<file path="src/rtl/fp_pkg.sv">
// Shared definitions for the mantissa add/sub datapath: the leading-zero count
// width, the per-stage valid vector and the default mantissa width.
package fp_pkg;

    localparam int DEF_MANT_W = 24;

    // One valid bit per pipeline stage (the pipeline is at most two deep).
    typedef logic [1:0] stage_vld_t;

    // The count must reach MANT_W+1, so it needs clog2(MANT_W+2) bits.
    function automatic int lzc_w(input int mant_w);
        return $clog2(mant_w + 2);
    endfunction

endpackage

</file>
<file path="src/rtl/mantissa_addsub_pipe_if.sv">
// Input beat / result beat bundle for mantissa_addsub_pipe. The slave modport
// is the datapath side and the master modport is the producer/consumer side.
interface mantissa_addsub_pipe_if #(
    parameter int MANT_W = fp_pkg::DEF_MANT_W,
    parameter int LANES  = 1
);
    localparam int LZC_W = fp_pkg::lzc_w(MANT_W);

    logic                        in_valid;
    logic                        in_ready;
    logic [LANES-1:0]            sign_a;
    logic [LANES-1:0]            sign_b;
    logic [LANES*MANT_W-1:0]     mant_big;
    logic [LANES*MANT_W-1:0]     mant_small;
    logic                        out_valid;
    logic                        out_ready;
    logic [LANES-1:0]            res_sign;
    logic [LANES*(MANT_W+1)-1:0] res_mag;
    logic [LANES-1:0]            res_zero;
    logic [LANES*LZC_W-1:0]      res_lzc;

    modport master (
        output in_valid, sign_a, sign_b, mant_big, mant_small, out_ready,
        input  in_ready, out_valid, res_sign, res_mag, res_zero, res_lzc
    );

    modport slave (
        input  in_valid, sign_a, sign_b, mant_big, mant_small, out_ready,
        output in_ready, out_valid, res_sign, res_mag, res_zero, res_lzc
    );

endinterface

</file>
<file path="src/rtl/lzc_unit.sv">
// Combinational leading-zero counter. An all-zero input reports W.
module lzc_unit #(
    parameter int W     = 25,
    parameter int OUT_W = $clog2(W + 1)
) (
    input  logic [W-1:0]     i_val,
    output logic [OUT_W-1:0] o_cnt
);

    // Scanning upwards lets the highest set bit take the final assignment.
    always_comb begin
        o_cnt = OUT_W'(W);
        for (int i = 0; i < W; i++) begin
            if (i_val[i]) begin
                o_cnt = OUT_W'(W - 1 - i);
            end
        end
    end

endmodule

</file>
<file path="src/rtl/mantissa_addsub_pipe.sv">
// Multi-lane signed-magnitude mantissa add/sub with zero flag and leading-zero
// count; STAGES (1 or 2) cycles latency, valid/ready with full drain-and-fill.
module mantissa_addsub_pipe
    import fp_pkg::*;
#(
    parameter int MANT_W = DEF_MANT_W,
    parameter int LANES  = 1,
    parameter int STAGES = 1
) (
    input  logic                  clk,
    input  logic                  rst,
    mantissa_addsub_pipe_if.slave bus
);

    localparam int MW = MANT_W + 1;
    localparam int LW = lzc_w(MANT_W);

    stage_vld_t            r_vld;
    logic                  w_in_rdy;
    logic [LANES-1:0]      w_sign;
    logic [LANES*MW-1:0]   w_mag;
    logic [LANES-1:0]      r_o_sign;
    logic [LANES*MW-1:0]   r_o_mag;
    logic [LANES-1:0]      r_o_zero;
    logic [LANES*LW-1:0]   r_o_lzc;

    // Returns {sign, magnitude}; a zero magnitude always carries a positive sign.
    function automatic logic [MW:0] lane_addsub(
        input logic              sa,
        input logic              sb,
        input logic [MANT_W-1:0] mb,
        input logic [MANT_W-1:0] ms
    );
        logic [MW-1:0] a;
        logic [MW-1:0] b;
        logic [MW-1:0] m;
        logic          s;
        a = {1'b0, mb};
        b = {1'b0, ms};
        if (sa == sb) begin
            m = a + b;
            s = sa;
        end else if (a >= b) begin
            m = a - b;
            s = sa;
        end else begin
            m = b - a;
            s = sb;
        end
        if (m == '0) begin
            s = 1'b0;
        end
        return {s, m};
    endfunction

    always_comb begin
        w_sign = '0;
        w_mag  = '0;
        for (int l = 0; l < LANES; l++) begin
            {w_sign[l], w_mag[l*MW +: MW]} = lane_addsub(bus.sign_a[l], bus.sign_b[l],
                                                         bus.mant_big[l*MANT_W +: MANT_W],
                                                         bus.mant_small[l*MANT_W +: MANT_W]);
        end
    end

    generate
        if (STAGES == 1) begin : g_one
            logic [LANES-1:0]    w_zero;
            logic [LANES*LW-1:0] w_lzc;

            for (genvar l = 0; l < LANES; l++) begin : g_lane
                lzc_unit #(.W(MW), .OUT_W(LW)) u_lzc (
                    .i_val (w_mag[l*MW +: MW]),
                    .o_cnt (w_lzc[l*LW +: LW])
                );
                assign w_zero[l] = ~|w_mag[l*MW +: MW];
            end

            assign w_in_rdy = !r_vld[0] || bus.out_ready;

            always_ff @(posedge clk or posedge rst) begin
                if (rst) begin
                    r_vld    <= '0;
                    r_o_sign <= '0;
                    r_o_mag  <= '0;
                    r_o_zero <= '0;
                    r_o_lzc  <= '0;
                end else begin
                    r_vld <= {1'b0, w_in_rdy ? bus.in_valid : r_vld[0]};
                    if (bus.in_valid && w_in_rdy) begin
                        r_o_sign <= w_sign;
                        r_o_mag  <= w_mag;
                        r_o_zero <= w_zero;
                        r_o_lzc  <= w_lzc;
                    end
                end
            end
        end else begin : g_two
            logic [LANES-1:0]    r_s1_sign;
            logic [LANES*MW-1:0] r_s1_mag;
            logic [LANES-1:0]    w_zero;
            logic [LANES*LW-1:0] w_lzc;
            logic                w_s2_rdy;

            // The leading-zero count runs in the second stage, off registered magnitudes.
            for (genvar l = 0; l < LANES; l++) begin : g_lane
                lzc_unit #(.W(MW), .OUT_W(LW)) u_lzc (
                    .i_val (r_s1_mag[l*MW +: MW]),
                    .o_cnt (w_lzc[l*LW +: LW])
                );
                assign w_zero[l] = ~|r_s1_mag[l*MW +: MW];
            end

            assign w_s2_rdy = !r_vld[1] || bus.out_ready;
            assign w_in_rdy = !r_vld[0] || w_s2_rdy;

            always_ff @(posedge clk or posedge rst) begin
                if (rst) begin
                    r_vld     <= '0;
                    r_s1_sign <= '0;
                    r_s1_mag  <= '0;
                    r_o_sign  <= '0;
                    r_o_mag   <= '0;
                    r_o_zero  <= '0;
                    r_o_lzc   <= '0;
                end else begin
                    r_vld[0] <= w_in_rdy ? bus.in_valid : r_vld[0];
                    r_vld[1] <= w_s2_rdy ? r_vld[0] : r_vld[1];
                    if (bus.in_valid && w_in_rdy) begin
                        r_s1_sign <= w_sign;
                        r_s1_mag  <= w_mag;
                    end
                    if (r_vld[0] && w_s2_rdy) begin
                        r_o_sign <= r_s1_sign;
                        r_o_mag  <= r_s1_mag;
                        r_o_zero <= w_zero;
                        r_o_lzc  <= w_lzc;
                    end
                end
            end
        end
    endgenerate

    assign bus.in_ready  = w_in_rdy;
    assign bus.out_valid = (STAGES == 1) ? r_vld[0] : r_vld[1];
    assign bus.res_sign  = r_o_sign;
    assign bus.res_mag   = r_o_mag;
    assign bus.res_zero  = r_o_zero;
    assign bus.res_lzc   = r_o_lzc;

endmodule

</file>
<file path="src/flat_wrapper.sv">
// flat-port wrapper written by rule: the top's interface ports become plain ports
module mantissa_addsub_pipe_flat import fp_pkg::*;
#(
    parameter int MANT_W = DEF_MANT_W,
    parameter int LANES  = 1,
    parameter int STAGES = 1
)
  (clk, rst, bus_in_valid, bus_sign_a, bus_sign_b, bus_mant_big, bus_mant_small, bus_out_ready, bus_in_ready, bus_out_valid, bus_res_sign, bus_res_mag, bus_res_zero, bus_res_lzc);
  mantissa_addsub_pipe_if #(.MANT_W(MANT_W), .LANES(LANES)) bus_i ();
  input  logic clk;
  input  logic rst;
  input wire logic [$bits(bus_i.in_valid)-1:0] bus_in_valid;
  input wire logic [$bits(bus_i.sign_a)-1:0] bus_sign_a;
  input wire logic [$bits(bus_i.sign_b)-1:0] bus_sign_b;
  input wire logic [$bits(bus_i.mant_big)-1:0] bus_mant_big;
  input wire logic [$bits(bus_i.mant_small)-1:0] bus_mant_small;
  input wire logic [$bits(bus_i.out_ready)-1:0] bus_out_ready;
  output wire logic [$bits(bus_i.in_ready)-1:0] bus_in_ready;
  output wire logic [$bits(bus_i.out_valid)-1:0] bus_out_valid;
  output wire logic [$bits(bus_i.res_sign)-1:0] bus_res_sign;
  output wire logic [$bits(bus_i.res_mag)-1:0] bus_res_mag;
  output wire logic [$bits(bus_i.res_zero)-1:0] bus_res_zero;
  output wire logic [$bits(bus_i.res_lzc)-1:0] bus_res_lzc;
  assign bus_i.in_valid = bus_in_valid;
  assign bus_i.sign_a = bus_sign_a;
  assign bus_i.sign_b = bus_sign_b;
  assign bus_i.mant_big = bus_mant_big;
  assign bus_i.mant_small = bus_mant_small;
  assign bus_i.out_ready = bus_out_ready;
  assign bus_in_ready = bus_i.in_ready;
  assign bus_out_valid = bus_i.out_valid;
  assign bus_res_sign = bus_i.res_sign;
  assign bus_res_mag = bus_i.res_mag;
  assign bus_res_zero = bus_i.res_zero;
  assign bus_res_lzc = bus_i.res_lzc;
  mantissa_addsub_pipe #(.MANT_W(MANT_W), .LANES(LANES), .STAGES(STAGES)) u_core (.clk(clk), .rst(rst), .bus(bus_i));
endmodule
</file>
<file path="config.mk">
export PLATFORM = sky130hd
export DESIGN_NAME = mantissa_addsub_pipe_flat
export DESIGN_NICKNAME = d
export VERILOG_FILES = /design/src/rtl/fp_pkg.sv /design/src/rtl/mantissa_addsub_pipe_if.sv /design/src/rtl/lzc_unit.sv /design/src/rtl/mantissa_addsub_pipe.sv /design/src/flat_wrapper.sv
export SDC_FILE = /design/constraint.sdc
export NUM_CORES = 1
export LEC_CHECK = 0
export CAP_MARGIN = 10
export CORE_ASPECT_RATIO = 0.8
export CORE_MARGIN = 5
export CORE_UTILIZATION = 50
export DETAILED_ROUTE_END_ITERATION = 12
export PLACE_DENSITY_LB_ADDON = 0.05
export SYNTH_ARGS = -nofsm -noshare
export SYNTH_HDL_FRONTEND = slang
export SYNTH_SLANG_ARGS = --single-unit
</file>
<file path="constraint.sdc">
create_clock -name clk -period 1.5 [get_ports clk]
set_input_delay 0.3 -clock clk [delete_from_list [all_inputs] [get_ports clk]]
set_output_delay 0.3 -clock clk [all_outputs]
set_load 0.1 [all_outputs]
</file>
==> results of run 1 <==
[synthesized netlist by cell type (all sizes together) (9+ instances only)]
cell type / number
xnor2: 14
nor2b: 12
clkbuf: 19
nor3: 22
o21ai: 55
dfrtp: 33
a211oi: 15
nor2: 55
o31ai: 12
o21bai: 9
inv: 68
buf: 19
nand3: 20
nand2: 56
ha: 72
a21oi: 78
a21o: 13
nand2b: 17
o21a: 10
a31oi: 11
nand4: 9
and3: 11
mux2: 15
[what timing repair did]
item | 4_1_cts
endpoints found under the setup margin | 31
buffers inserted | 43
cloned | 1
resized for setup | 340
pin swaps | 90
[cells by family after synthesis]
kind of cell | count (synthesis) | synth area share [%]
AO/OA/AOI/OAI | 264 | 31.4
XOR/XNOR | 17 | 2.64
adder cells (fa/ha/maj) | 75 | 17.0
buffers and inverters | 106 | 8.00
flip-flops | 33 | 14.6
multiplexers | 17 | 3.35
AND/OR/NAND/NOR | 246 | 23.0
[per-stage QoR]
stage	TNS (ns)	setup slack, ns
global placement	-71.70	-2.74
floorplan	-41.62	-1.86
detailed placement	-73.50	-2.86
CTS	-43.50	-1.85
==> flow_metrics.tcl, run 1 <==
set metrics [dict create \
    synth-seq-cells 33 \
    start_util_pct 51.4 \
    yosysSeqAreaShare_pct 14.6 \
    error_line "[ERROR DPL-0038] Utilization greater than 100%, impossible to legalize" \
    cts_buffers 5 \
    clockRootBuffer "clkbuf_16" \
    yosys.area.top_type "ha_1" \
    place_congestion 1.08 \
    stop_stage "global routing" \
    pin_count 88 \
    ctsHtreeMaxLevel 2 \
    die_x_um 129 \
    postGrtWorstEndpoint "u_core.bus.res_lzc[2]$_DFFE_PP0P_/D" \
    yosys.area.top_type_share_pct 16.0 \
    cts_hold_buf 0 \
    die_h_um 105 \
    synthCells 758 \
    async_reset_ff_share_pct 100 \
    yosys-top-cells-area "ha_1 (16%), dfrtp_1 (15%), a21oi_1 (6.7%)" \
    status "stopped before the end" \
    clk_path_buf_depth 2 \
    synth_warnings 0 \
    endpoint_type "register input" \
    synth_nets 887 \
    synth-edff-count 0 \
    port_buffers 87 \
    synthesis.area_sq_mm 0.00564 \
    synthFlopType "dfrtp_1" \
    grt_max_degree 34 \
    rows 34 \
    dpl_cell_area_sq_mm 0.00925 \
    place_inst 1239 \
    clock_sinks 33 \
    hpwl_mm 19.6 \
    synth_cell_types 81 \
    avgSynthCellArea_sq_um 7.45 \
]
==> run 2, diff against run 1 <==
--- a/config.mk
+++ b/config.mk
@@ -6,11 +6,10 @@
 export NUM_CORES = 1
 export LEC_CHECK = 0
 export CAP_MARGIN = 10
-export CORE_ASPECT_RATIO = 0.8
 export CORE_MARGIN = 5
-export CORE_UTILIZATION = 50
+export CORE_UTILIZATION = 35
 export DETAILED_ROUTE_END_ITERATION = 12
-export PLACE_DENSITY_LB_ADDON = 0.05
+export PLACE_DENSITY_LB_ADDON = 0.15
 export SYNTH_ARGS = -nofsm -noshare
 export SYNTH_HDL_FRONTEND = slang
 export SYNTH_SLANG_ARGS = --single-unit
==> constraint.sdc (replaced) <==
create_clock -name clk -period 1.95 [get_ports clk]
set_input_delay 0.39 -clock clk [delete_from_list [all_inputs] [get_ports clk]]
set_output_delay 0.39 -clock clk [all_outputs]
set_load 0.1 [all_outputs]
==> run 2 against run 1 <==
Compared with the run above: the flow now finishes, with violations (negative setup slack); synthesized area did not move; synthesized cell count unchanged.
==> flow_metrics.tcl, run 2 <==
set metrics [dict create \
    insertion_delay_ns 0.27 \
    yosys.area.top_type_share_pct 16.0 \
    finalSetupViolations 31 \
    p_leak_nw 5.10 \
    grt_pass1_vias 7643 \
    synth_commonest_cells "a21oi_1 (76), ha_1 (72), inv_1 (68)" \
    critPathArrivalTime_ns 3.86 \
    final-max-slew-violation-count 0 \
    nets 1316 \
    yosysSeqAreaShare_pct 14.6 \
    power_density_mw_per_mm2 687 \
    clockRootBuffer "clkbuf_16" \
    synth-seq-cells 33 \
    drtAntennaViolNets 0 \
    setup_slack_ns -1.75 \
    clock_sinks 33 \
    final_common_cell "buf_4" \
    slew_headroom_pct 63.5 \
    ctsHtreeMaxLevel 2 \
    reg2regPathDepth 7 \
    antennaDiodeCount 0 \
    routed_via_density 5.34 \
    die-area_sq_mm 0.0188 \
    clk_path_buf_depth 2 \
    wl_met3_mm 1.41 \
    place_congestion 0.992 \
    hpwl_mm 19.3 \
    drive_above_1_share_pct 54.6 \
    clkTransAtPathRegs_ns 0.05 \
    yosys-top-cells-area "ha_1 (16%), dfrtp_1 (15%), a21oi_1 (6.7%)" \
    drt_pass1_iterations 5 \
    crit_path_max_fanout 6 \
    grt_pass1_wl_mm 38.9 \
    start_util_pct 35.7 \
    die_h_um 137 \
    r2r-start "u_core.r_vld[0]" \
    synthCells 758 \
    period_minus_slack_ns 3.70 \
    async_reset_ff_share_pct 100 \
    port_buffers 87 \
    crit_start "bus_mant_big[10]" \
    cp.required_ns 2.11 \
    hold_viol 0 \
    grt_util_all_layers_pct 25.7 \
    synth_cell_types 81 \
    yosys.area.top_type "ha_1" \
    peakVddDrop_v 0.000763 \
    cts_buffers 5 \
    final_core_util_pct 68.6 \
    wl_per_cell_um 17.5 \
    grt-ovfl-total 0 \
    max_freq_ghz 0.271 \
    synth_warnings 0 \
    path_class "primary input to flip-flop" \
    die_x_um 137 \
    routed_wirelength_mm 24.5 \
    pin_count 88 \
    hp-start "u_core.bus.res_mag[7]" \
    highest_layer "met4" \
    synthesis.area_sq_mm 0.00564 \
    place_ws_ns -2.57 \
    min_path_cells 2 \
    dr_wl_met2_mm 12.0 \
    coreArea_sq_mm 0.0158 \
    violations "negative setup slack" \
    setup_tns_ns -41.06 \
    stdcell_count 1402 \
    synthToLayoutAreaGrowth_pct 92.5 \
    tightest_slew_ns 0.542 \
    synth_nets 887 \
    synth_most_common_cell "a21oi_1" \
    vias 7492 \
    initialDrtViolationCount 440 \
    synthFlopType "dfrtp_1" \
    largest_reg_flops 25 \
    tritoncts "built" \
    cap_violations 0 \
    avgSynthCellArea_sq_um 7.45 \
    place_inst 1338 \
    met1_length_mm 10.4 \
    status "finished with violations" \
    rsz0062_at_grt "yes" \
    cp-end-kind "flip-flop" \
    critPathLaunchType "primary input" \
    grt_max_degree 34 \
    finalCritPeriodShare_pct 190 \
    synth-edff-count 0 \
    worstHoldPathType "flip-flop to flip-flop" \
    skew_ns 0.00361 \
    antenna_found_initial 0 \
    nFillCells 1329 \
    rows 46 \
    cts_hold_buf 0 \
    drc 0 \
    layout_common_cells "buf_4 (370), a21oi_1 (61), nand2_1 (50)" \
]
## run 2: cell counts after synthesis
Identical to the previous run, type by type.
## run 2: worst paths after layout
check,endpoint,slack (ns)
max in group asynchronous,u_core.r_vld[0],1.11
setup reg to reg,u_core.bus.res_lzc[0],0.43
hold / removal,u_core.bus.res_mag[7],0.48
setup / recovery,u_core.bus.res_lzc[2],-1.75
hold reg to reg,u_core.bus.res_mag[7],0.48
min in group asynchronous,u_core.bus.res_mag[4],0.51
## run 2: stage by stage
stage,area (sq um),total power [mW],hold WS [ns]
after global placement,9130,5.74,0.468
after CTS,10600,7.18,0.488
after detailed placement,9130,5.80,0.480
after floorplan,5840,3.86,0.498
after global routing,10900,7.82,0.518
final,10900,7.46,0.483
## run 2: repair_timing
item	CTS	global route
cloned	3	0
pin swaps	95	50
endpoints found under the setup margin	31	31
buffers inserted	51	15
resized for setup	314	63
## run 2: kinds of logic (layout without fill, tap and decap cells)
family | Yosys count | in the layout | share of synthesized area [%]
mux | 17 | 17 | 3.35
simple gates | 246 | 246 | 23.0
flops | 33 | 33 | 14.6
fa+ha+maj | 75 | 75 | 17.0
compound gates | 264 | 266 | 31.4
buf+inv | 106 | 532 | 8.00
xor+xnor | 17 | 17 | 2.64
## run 2: report_power, final
group          switching [mW]  internal (mW)  leakage, nW
Clock                   0.255          0.454       0.0655
Sequential              0.110          0.866        0.402
Combinational            3.38           2.40         4.63
## run 2: worst max-delay path, stage by stage
cell             delay, ns
clkdlybuf4s15_2       0.21
ha_4                  0.27
nand4_1               0.22
or4_1                 0.47
o31a_1                0.34
buf_4                 0.16
o21ai_4               0.14
buf_4                 0.18
buf_6                 0.10
o221ai_4              0.11
a31oi_4               0.22
xnor2_4               0.13
nor4_2                0.29
buf_4                 0.17
buf_6                 0.08
o41a_1                0.16
o21ba_4               0.15
o31ai_4               0.05
## run 2: cell type report
class	count	area [sq um]	share of cell area, %
Tap cell	216	270	2.49
Clock buffer	5	125	1.15
Multi-Input combinational cell	621	5650	52.0
Timing Repair Buffer	458	3720	34.3
Sequential cell	33	827	7.61
Clock inverter	1	5.00	0.0461
Inverter	68	265	2.44
## run 2: layer usage
layer  up-vias  global-route usage, %
li1       3612                      -
met4         0                   7.87
met1      3571                   32.7
met3        52                   2.39
met2       257                   45.7
met5         -                      0
No activity file was read; power rests on OpenSTA's default activity.
==> run 3, diff against run 2 <==
--- a/config.mk
+++ b/config.mk
@@ -6,6 +6,7 @@
 export NUM_CORES = 1
 export LEC_CHECK = 0
 export CAP_MARGIN = 10
+export CORE_ASPECT_RATIO = 0.8
 export CORE_MARGIN = 5
 export CORE_UTILIZATION = 35
 export DETAILED_ROUTE_END_ITERATION = 12
==> run 3 against run 2 <==
Compared with the run above: the flow still finishes with violations (negative setup slack); combinational power grew 2%; highest routed layer unchanged; worst hold slack improved by 0.0044 ns; die area about the same; register-to-register slack worse by 0.09 ns; count of clock-buffer cells in the layout unchanged; critical path depth shrank 1; worst setup slack improved by 0.0071 ns.
==> flow_metrics.tcl, run 3 (synthesized netlist as in run 2, its figures left out) <==
set metrics [dict create \
    clkTransAtPathRegs_ns 0.05 \
    max_freq_ghz 0.271 \
    die_x_um 152 \
    r2r-start "u_core.r_vld[0]" \
    grt_util_all_layers_pct 26.6 \
    rsz0062_at_grt "yes" \
    r2r_end "u_core.bus.res_mag[12]" \
    largest_reg_flops 25 \
    place_congestion 1.03 \
    clock_sinks 33 \
    drtAntennaViolNets 0 \
    drive_above_1_share_pct 56.1 \
    grt_pass1_vias 7785 \
    use_met3_pct 3.44 \
    hold_viol 0 \
    reg2regPathDepth 5 \
    vias 7696 \
    critPathBufInv 5 \
    p_leak_nw 5.19 \
    finalSetupViolations 31 \
    pin_count 88 \
    antenna_found_initial 0 \
    dpl_cell_area_sq_mm 0.00915 \
    grt-ovfl-total 0 \
    die_h_um 124 \
    place_inst 1342 \
    met1_usage_pct 35.3 \
    tritoncts "built" \
    place_ws_ns -2.64 \
    fin_area_sq_mm 0.0111 \
    slowest_delay_ns 0.50 \
    worst-r2r-setup-slack_ns 0.34 \
    clockRootBuffer "clkbuf_16" \
    status "finished with violations" \
    nets 1332 \
    crit_start "bus_mant_small[19]" \
    crit_end "u_core.bus.res_zero" \
    layout_common_cells "buf_4 (376), a21oi_1 (63), nand2_1 (48), nor2_1 (48), buf_6 (48)" \
    cp-end-kind "flip-flop" \
    coreArea_sq_mm 0.0158 \
    cpLargestDelayFamily "compound AO/OA/AOI/OAI gates" \
    critPathLaunchType "primary input" \
    antennaDiodeCount 0 \
    setup_tns_ns -40.46 \
    peakVddDrop_v 0.000623 \
    drt_pass1_iterations 5 \
    use_met2_pct 47.3 \
    routed_wirelength_mm 26.2 \
    path_class "primary input to flip-flop" \
    initialDrtViolationCount 393 \
    hpwl_mm 20.5 \
    path_cells "clkdlybuf4s15_1 -> inv_2 -> ha_4 -> nand4_1 -> or4_1 -> o31a_1 -> o21a_4 -> buf_6 -> buf_12 -> buf_4 -> a41oi_2 -> o31ai_2 -> xnor2_2 -> nor2_1 -> and3b_1 -> and2_1 -> a32o_1" \
    grt-busiest-layer "met2" \
    drc 0 \
    die-area_sq_mm 0.0188 \
    violations "negative setup slack" \
    rows 41 \
    grt_pass1_wl_mm 40.8 \
    synthToLayoutAreaGrowth_pct 96.2 \
    power_density_mw_per_mm2 699 \
    routed_via_density 5.42 \
    ctsHtreeMaxLevel 2 \
    cp_slowest_cell "or4_1" \
    setup_slack_ns -1.74 \
    crit_cells 17 \
    stdcell_count 1419 \
    final_common_cell "buf_4" \
    slew_headroom_pct 56.6 \
    period_minus_slack_ns 3.69 \
    wl_per_cell_um 18.5 \
    port_buffers 87 \
    critPathArrivalTime_ns 3.85 \
    nFillCells 1321 \
    skew_ns 0.00579 \
    tightest_slew_ns 0.645 \
    final-max-slew-violation-count 0 \
    start_util_pct 35.7 \
    cap_violations 0 \
    grt_max_degree 34 \
    worstHoldPathType "flip-flop to flip-flop" \
    insertion_delay_ns 0.28 \
    finalCritPeriodShare_pct 189 \
    clk_path_buf_depth 2 \
    crit_path_max_fanout 8 \
    cp.required_ns 2.11 \
    cts_buffers 5 \
]
[run 3: where the power goes]
group	internal (mW)	leakage (nW)	switching (mW)	total [mW]
Combinational	2.44	4.71	3.42	5.87
Clock	0.604	0.0800	0.297	0.900
Sequential	0.865	0.402	0.113	0.978
Total	3.91	5.19	3.83	7.75
[run 3: stage by stage]
stage               util [%]  hold WS (ns)  total power, mW
finish                  70.1         0.488             7.75
global route            70.1         0.521             8.11
CTS                     67.4         0.488             7.43
detailed placement      57.9         0.476             5.84
global placement        57.9         0.473             5.81
floorplan                  -         0.498             3.86
[run 3: tightest hold or removal path: cells and delay by family, from the launching register on]
family / cells / cell delay (ns)
simple gates: 1 / 0.07
flops: 1 / 0.34
compound gates: 1 / 0.05
[run 3: layer usage]
| layer | part of all wire, % | wire [um] | vias up |
|---|---|---|---|
| met1 | 44 | 11600 | 3749 |
| met5 | 0 | 0 | - |
| met2 | 49 | 12800 | 268 |
| met4 | 1.7 | 448 | 0 |
| li1 | - | - | 3640 |
| met3 | 5.2 | 1370 | 39 |
[run 3: worst min-delay path by stage]
stage / from / cells after the start / to
final: u_core.bus.res_mag[18] / 2 / u_core.bus.res_mag[18]
after global routing: u_core.bus.res_mag[18] / 2 / u_core.bus.res_mag[18]
after CTS: u_core.bus.res_mag[19] / 2 / u_core.bus.res_mag[19]
after detailed placement: u_core.bus.res_mag[19] / 2 / u_core.bus.res_mag[19]
after global placement: u_core.bus.res_mag[22] / 2 / u_core.bus.res_mag[22]
after floorplan: bus_in_valid / 1 / u_core.r_vld[0]
[run 3: what timing repair did]
item                       4_1_cts  5_1_grt
gates resized for setup        323       86
setup buffers                   53       26
setup endpoints to repair       31       31
hold buffers                     0        0
gates cloned                     1        0
pin swaps                      102       73
[run 3: area by class of cell]
cell class / instances / area, sq um / area share [%]
inverter: 68 / 265 / 2.39
clock buffer: 5 / 125 / 1.13
sequential: 33 / 827 / 7.47
timing repair buffer: 475 / 3840 / 34.7
multi-input combinational: 620 / 5700 / 51.4
clock inverter: 3 / 46.3 / 0.418
tap: 215 / 269 / 2.43
